## src/rtl/cpm_arbiter_pkg.sv

```systemverilog
// Shared types and constants for the CPM result arbiter.
package cpm_arbiter_pkg;

  localparam int RES_W       = 22;
  localparam int TMR_W       = 12;
  localparam int T_START_DEF = 8;
  localparam int T_DONE_DEF  = 4095;

  typedef enum logic [2:0] {
    ST_IDLE      = 3'd0,
    ST_GRANT     = 3'd1,
    ST_START     = 3'd2,
    ST_WAIT_DONE = 3'd3,
    ST_ACK       = 3'd4,
    ST_HOLD      = 3'd5
  } cpm_state_e;

  function automatic logic [TMR_W-1:0] tmr_inc(input logic [TMR_W-1:0] t);
    return (&t) ? t : t + 1'b1;
  endfunction

endpackage

```

## src/rtl/cpm_arbiter_rr_select.sv

```systemverilog
// Combinational round-robin picker: first requester after the pointer wins.
module rr_select #(
  parameter int N_CH = 4
) (
  input  logic [N_CH-1:0] req,
  input  logic [1:0]      pointer,
  output logic            valid,
  output logic [1:0]      index
);

  logic [1:0] cand;

  // Walk from the farthest candidate to the nearest so the nearest hit wins.
  always_comb begin
    valid = 1'b0;
    index = '0;
    cand  = '0;
    for (int k = N_CH; k >= 1; k--) begin
      cand = 2'((int'(pointer) + k) % N_CH);
      if (req[cand]) begin
        valid = 1'b1;
        index = cand;
      end
    end
  end

endmodule

```

## src/rtl/cpm_arbiter.sv

```systemverilog
// Arbitrates per-channel measurement results onto the single CPM output stage.
//
// state     | meaning
// IDLE      | waiting for a request while the output stage is ready
// GRANT     | winner and its result latched
// START     | end_measurement raised, waiting for access to fall
// WAIT_DONE | output stage busy, waiting for access to rise
// ACK       | one-cycle ack to the granted channel
// HOLD      | requests ignored so the served channel can drop req
module cpm_arbiter
  import cpm_arbiter_pkg::*;
#(
  parameter int N_CH    = 4,
  parameter int T_START = T_START_DEF,
  parameter int T_DONE  = T_DONE_DEF
) (
  input  logic                  clk_200MHz,
  input  logic                  reset,
  input  logic [N_CH-1:0]       req,
  input  logic [RES_W*N_CH-1:0] result_bus,
  output logic [N_CH-1:0]       ack,
  output logic                  end_measurement,
  output logic [RES_W-1:0]      result_for_cpm,
  input  logic                  access,
  output logic [1:0]            grant_id,
  output logic                  busy,
  output logic [N_CH-1:0]       timeout_err
);

  cpm_state_e       state;
  cpm_state_e       state_nxt;
  logic [TMR_W-1:0] timer;
  logic [1:0]       ptr;
  logic [1:0]       sel_index;
  logic             sel_valid;
  logic             set_to;
  logic [RES_W-1:0] chan_res [N_CH];

  for (genvar i = 0; i < N_CH; i++) begin : g_res
    assign chan_res[i] = result_bus[RES_W*i +: RES_W];
  end

  rr_select #(.N_CH(N_CH)) u_rr (
    .req     (req),
    .pointer (ptr),
    .valid   (sel_valid),
    .index   (sel_index)
  );

  always_ff @(posedge clk_200MHz or posedge reset) begin
    if (reset) begin
      state          <= ST_IDLE;
      timer          <= '0;
      ptr            <= 2'(N_CH - 1);
      grant_id       <= '0;
      result_for_cpm <= '0;
      timeout_err    <= '0;
    end else begin
      state <= state_nxt;
      timer <= (state_nxt != state) ? '0 : tmr_inc(timer);
      // Winner and its data are captured on the edge into GRANT.
      if (state == ST_IDLE && state_nxt == ST_GRANT) begin
        grant_id       <= sel_index;
        ptr            <= sel_index;
        result_for_cpm <= chan_res[sel_index];
      end
      if (set_to) begin
        timeout_err[grant_id] <= 1'b1;
      end
    end
  end

  always_comb begin
    state_nxt       = state;
    set_to          = 1'b0;
    ack             = '0;
    end_measurement = 1'b0;
    busy            = (state != ST_IDLE);
    case (state)
      ST_IDLE: begin
        if (access && sel_valid) state_nxt = ST_GRANT;
      end
      ST_GRANT: begin
        state_nxt = ST_START;
      end
      ST_START: begin
        end_measurement = 1'b1;
        if (!access) begin
          state_nxt = ST_WAIT_DONE;
        end else if (timer >= TMR_W'(T_START - 1)) begin
          set_to    = 1'b1;
          state_nxt = ST_ACK;
        end
      end
      ST_WAIT_DONE: begin
        end_measurement = 1'b1;
        if (access) begin
          state_nxt = ST_ACK;
        end else if (timer >= TMR_W'(T_DONE - 1)) begin
          set_to    = 1'b1;
          state_nxt = ST_ACK;
        end
      end
      ST_ACK: begin
        ack[grant_id] = 1'b1;
        state_nxt     = ST_HOLD;
      end
      ST_HOLD: begin
        state_nxt = ST_IDLE;
      end
      default: begin
        state_nxt = ST_IDLE;
      end
    endcase
  end

endmodule

```

## config.mk

```make
export PLATFORM = sky130hd
export DESIGN_NAME = cpm_arbiter
export DESIGN_NICKNAME = d
export VERILOG_FILES = /design/src/rtl/cpm_arbiter_pkg.sv /design/src/rtl/cpm_arbiter_rr_select.sv /design/src/rtl/cpm_arbiter.sv
export SDC_FILE = /design/constraint.sdc
export NUM_CORES = 1
export LEC_CHECK = 0
export BUFFER_PORTS_ARGS = -buffer_cell sky130_fd_sc_hd__clkbuf_2
export CORE_MARGIN = 2
export CORE_UTILIZATION = 45
export DETAILED_ROUTE_END_ITERATION = 10
export PLACE_DENSITY = 0.81
export SYNTH_ARGS = -nofsm -noshare
export SYNTH_HDL_FRONTEND = slang
export SYNTH_SLANG_ARGS = --single-unit
export TNS_END_PERCENT = 100
```

## constraint.sdc

```tcl
create_clock -name clk_200MHz -period 2.5 [get_ports clk_200MHz]
set_clock_uncertainty 0.1 [all_clocks]
set_input_delay 0.25 -clock clk_200MHz [delete_from_list [all_inputs] [get_ports clk_200MHz]]
set_output_delay 0.25 -clock clk_200MHz [all_outputs]
set_load 0.005 [all_outputs]
```

# Word-level counts from Yosys, hierarchy flattened
# Cells that the tools add are included.
dict set report op_classes {
  n_reduce_logical 7
  n_mux 36
  n_mul 0
  shifts 0
  n_eq_ne 7
  bitwise 2
  n_div 0
  n_addsub 5
  magnitude_cmp 9
}
# operator n
set ops {}
lappend ops {{$bmux W22 S2} 1}
lappend ops {{$mux W22} 2}
lappend ops {{$mux W12} 2}
lappend ops {{$lt A2 B3 Y1 const B} 5}
lappend ops {{$mux W3} 5}
lappend ops {{$pmux W3 S5} 1}
lappend ops {{$mux W1} 14}
lappend ops {{$add A12 B1 Y12 const B} 1}
lappend ops {{$ge A12 B12 Y1 const B} 1}
lappend ops {{$ge A12 B3 Y1 const B} 1}
lappend ops {{$reduce_and A12 Y1} 1}
lappend ops {{$bmux W1 S2} 4}
lappend ops {{$mux W2} 4}
lappend ops {{$eq A3 B1 Y1 const B} 2}
lappend ops {{$eq A3 B2 Y1 const B} 2}
lappend ops {{$add A2 B1 Y2 const B} 2}
lappend ops {{$add A2 B2 Y2 const B} 2}
lappend ops {{$mux W4} 1}
lappend ops {{$or A4 B4 Y4} 1}
lappend ops {{$eq A3 B3 Y1 const B} 1}
lappend ops {{$ge A3 B3 Y1 const B} 1}
lappend ops {{$logic_and A1 B1 Y1} 3}
lappend ops {{$logic_not A3 Y1} 1}
lappend ops {{$ne A3 B3 Y1} 1}
lappend ops {{other kinds (7)} 7}
dict set report word_totals {
  latchBits 0
  wordCells 72
  mem_count 0
  romBits 0
  register_bits 45
  output_inout_bits 34
  ramBits 0
}

# Longest topological paths before layout
dict set report depth {
  word_depth 12
  ltp_mapped 8
  ltp_nobuf 7
}

# Hierarchy
# Synthesis repeated with hierarchy kept, for this count alone.
dict set report hier_totals {
  hier_cells 223
  area_unflattened_um2 2770.2
}
# module seq_area_each_um2 area_each_um2 cells_per_inst n_inst
set by_module_without_submodules {}
lappend by_module_without_submodules {cpm_arbiter 1128.6 2678.8 209 1}
lappend by_module_without_submodules {rr_select 0.0 91.3 14 1}

# Worst setup path after synthesis
# No wires, ideal clock.
dict set report synth_path {
  path_kind {reg-to-reg}
  startpoint {reg timer[1]}
  endpoint {reg timer[5]}
  period_less_slack_ns 1.987
  path_stages_with_launch 8
  setup_slack_ns 0.513
  arrival_time_ns 1.806
  path_buffers 1
  cell_sequence {dfrtp_1 > ha_1 > a211oi_1 > nand3_1 > o211a_1 > a221o_1 > buf_6 > nor3_2}
}
dict set report synth_via {
  elab_chain_cells 6
  elab_cells_between_ends 13
  classes_between {add/sub: 1; order compare: 2; eq/ne: 2; mux: 7; reduce/logical: 1}
}
# item line_no
set synth_lines {}
lappend synth_lines {{start: declaration} cpm_arbiter.sv:32} ;# logic [TMR_W-1:0] timer;
lappend synth_lines {{start signal: assignment} cpm_arbiter.sv:60} ;# timer <= (state_nxt != state) ? '0 : tmr_inc(timer);
lappend synth_lines {{$ge A12 B12 Y1 / $ge A12 B3 Y1 (equally long branches)} {cpm_arbiter.sv:99, cpm_arbiter.sv:90}}
lappend synth_lines {{$mux W3 (on tied branches)} {cpm_arbiter.sv:99, cpm_arbiter.sv:90}}
lappend synth_lines {{$mux W3 (on tied branches)} {cpm_arbiter.sv:97, cpm_arbiter.sv:88}}
lappend synth_lines {{$pmux W3 S5} cpm_arbiter.sv:79} ;# case (state)
lappend synth_lines {{$ne A3 B3 Y1} cpm_arbiter.sv:60}
lappend synth_lines {{$ne A2 B2 Y1 (no source line) / $mux W12 (equally long branches)} --}
# Parallel ways exist; a longest one is shown, timed or not. The select of a mux whose other input is x is not followed.
# A chain may end at the register's enable or synchronous reset.

# Worst setup path after layout
dict set report layout_path {
  startpoint {reg timer[1]}
  endpoint {reg timer[11]}
}
# The elaborated chain is that of the path after synthesis.

==> metrics.txt <==
status complete, no violations; diode count 0; clock transition at the registers of the reported paths 0.09 ns; crit path cell chain ha_1 -> a211oi_1 -> nand3_1 -> o211a_1 -> a221o_2 -> a311oi_1; max_cap viols 0; row cnt 29; die height 85.3 microns; switching portion of total power 0.417; Vias 3082; Data arrival, critical path 2.40 ns; FF/Latch Area 0.00113 sq mm; drt first-iter violations 264; H-Tree Level Count 2; synth top area cells dfrtp_1 (36%), mux2i_1 (7.7%), a21bo_2 (7.4%); Synth Area in Adders 0.00841; count of state elements after synthesis 45; internal power 1900 uW; critical path class register to register; Bufs on Longest Clock Path 2; die area 0.00728 sq mm; Slew Limit Fails 0; required time of the critical path 2.60 ns; Starting Density 0.466; proportion of synthesized area in mux cells 0.0850; CP Max Fanout 12; largest net degree at the start of global routing 46; Compound-Gate Fraction of Synth Area 0.273; final hold vios 0; placed cell area 0.00372 sq mm; RSZ-0062 raised after global routing false; Clock Latency Late Sink 0.30 ns; Layout Cells excl Fill 526; DIE WIDTH 85.3 microns; Reg-to-Reg Start timer[1]; Mapped Cells 323; crit-path leading delay family compound AO/OA/AOI/OAI gates; layout net count 545; first drt pass iteration count 5; Slowest Stage Delay on Critical Path 0.44 ns; Crit-path slowest cell dfrtp_1; final setup TNS 0 ns; core area 0.00639 sq mm; combinational fraction of design power 0.500; Hold/Removal Path Class input port to asynchronous set/reset pin; first-pass GRT wire length 14200 microns; FFs w/ async S/R, synth 1.00; fmax 0.436 GHz; worst slack, placed 0.169 ns; number of flops mapped to enable cells by yosys 0; GRT Total Usage 0.240; fraction of layout instances using a drive strength above 1 0.419; Post-route DRC 0; postcts setup bufs 0; Syn Nets 420; final setup fails 0; Max VDD drop 0.000575 V; TritonCTS clock tree done; vias in the first global route 3042; P per Cell Area 855 mW/mm^2; Area Growth Syn to Fin 28.0%; vias per std cell 5.86; Synth Warn # 0; Buf+Inv Stages, Crit Path 0; xor-xnor portion of the synthesized cell area 0.00589; Worst Setup End Kind register; clock share of power 0.138; Slew @ Worst Pin 1.09 ns; Post-Syn Area 0.00297 sq mm; Post-DP HPWL 6440 microns; CTS sink cnt 45; minimum clock period 2.29 ns; register area share after synthesis 0.379; Worst slew margin 0.272; initial antenna violation count 0; Leak Pwr 0.00185 uW; # IOs 129; Post-CTS Resized 0; Routed wire per std cell 16.7 microns; sw power 1360 uW; antenna-violating nets left 0; CTS root buf clkbuf_8; gp weighted congestion 0.865; Cells after DPL 518; grt ovf 0; simple-gate area share of the yosys netlist 0.209; final setup margin 0.205 ns; largest family of logic cells by synthesized area compound AO/OA/AOI/OAI gates; Flop pwr share 0.362; Critical Path Start Type register; Final Total Pwr 3260 uW; Total Wirelength 8810 microns; Yosys top cell by area dfrtp_1; Synth top area share 0.362; Fill cells 549; Main synth FF type dfrtp_1; final period utilization 0.918; Port Buffers 128; Post-CTS Hold Buffers 0; Worst Setup SP timer[1]; synthesized area per cell 9.21 sq um; CTS buffer count 5; footprint of the multi-input gates 0.00174 sq mm; cell area after layout 0.00381 sq mm; Synth cell types 50
## cell usage after synthesis, types with 9 or more instances
cell      instances
a21bo_2          22
clkbuf_1         17
dfrtp_1          43
mux2i_1          23
nand2_1          35
nand3_1           9
nand4_1          24
nor2_1           21
o211ai_1         24
o31ai_1          23
## per-layer routing
metal / GRT usage / routed length [microns] / vias up
met3: 0.0496 / 647 / 13
met2: 0.393 / 4210 / 154
met4: 0.0664 / 119 / 0
li1: - / - / 1479
met1: 0.321 / 3830 / 1436
met5: 0 / 0 / -
## final cells by class
cell class	instances	share of cell area
inverters	5	0.00493
clock buffers	5	0.0181
multi-input cells	250	0.457
flip-flops and latches	45	0.296
clock inverters	3	0.00460
repair buffers	141	0.194
well taps	77	0.0253
## flip-flops by register name (all words and copies together), names as in the netlist
| signal | cells |
|---|---|
| state | 3 |
| result_for_cpm | 22 |
| ptr | 2 |
| timeout_err | 4 |
| grant_id | 2 |
| timer | 12 |
## path summary, 6_finish.rpt
kind	endpoint	slack [ns]	cells after the start
max	timer[11]	0.21	6
min in group clk_200MHz	result_for_cpm[10]	0.15	3
max reg2reg	timer[11]	0.21	6
min reg2reg	timeout_err[0]	0.37	2
min	result_for_cpm[12]	0.05	2
max in group asynchronous	timeout_err[2]	1.66	2
## layout by cell type (no fill, tap or decap), types with 3 or more instances in the layout
cell      Yosys  final
inv_1         5      4
nand2_1      35     35
a21oi_1       5      4
o21bai_1      3      3
clkbuf_2      0    128
o31ai_1      23     23
buf_4         0     13
nor2b_1       4      4
o21ai_0       5      5
o211ai_1     24     24
nand2b_1      5      5
a21bo_2      22     22
dfrtp_1      43     43
nor2_1       21     21
clkbuf_8      0      5
nand3_1       9      9
a31oi_1       3      3
nor3_1        5      5
nand4_1      24     24
mux2i_1      23     23
## through the flow
stage	hold WS, ns	utilization
after CTS	0.0840	0.596
after detailed placement	0.354	0.582
after floorplan	0.360	-
after global routing	0.134	0.596
final	0.0501	0.596
after global placement	0.355	0.582
## cells by family after synthesis
logic type / Yosys count
muxes: 25
and+or+nand+nor: 119
buffers and inverters: 28
adders and majority gates: 2
AOI/OAI and AO/OA: 102
DFF: 45
xor gates and xnor gates: 2
## power groups by stage
stage                     logic (uW)  registers [uW]  clock network, uW
final                           1630            1180                448
after detailed placement        1620            1190                  0
after floorplan                 1050            1160                  0
after global placement          1570            1180                  0
after CTS                       1620            1180                464
after global routing            1790            1220                490
No activity file was read; power rests on OpenSTA's default activity.
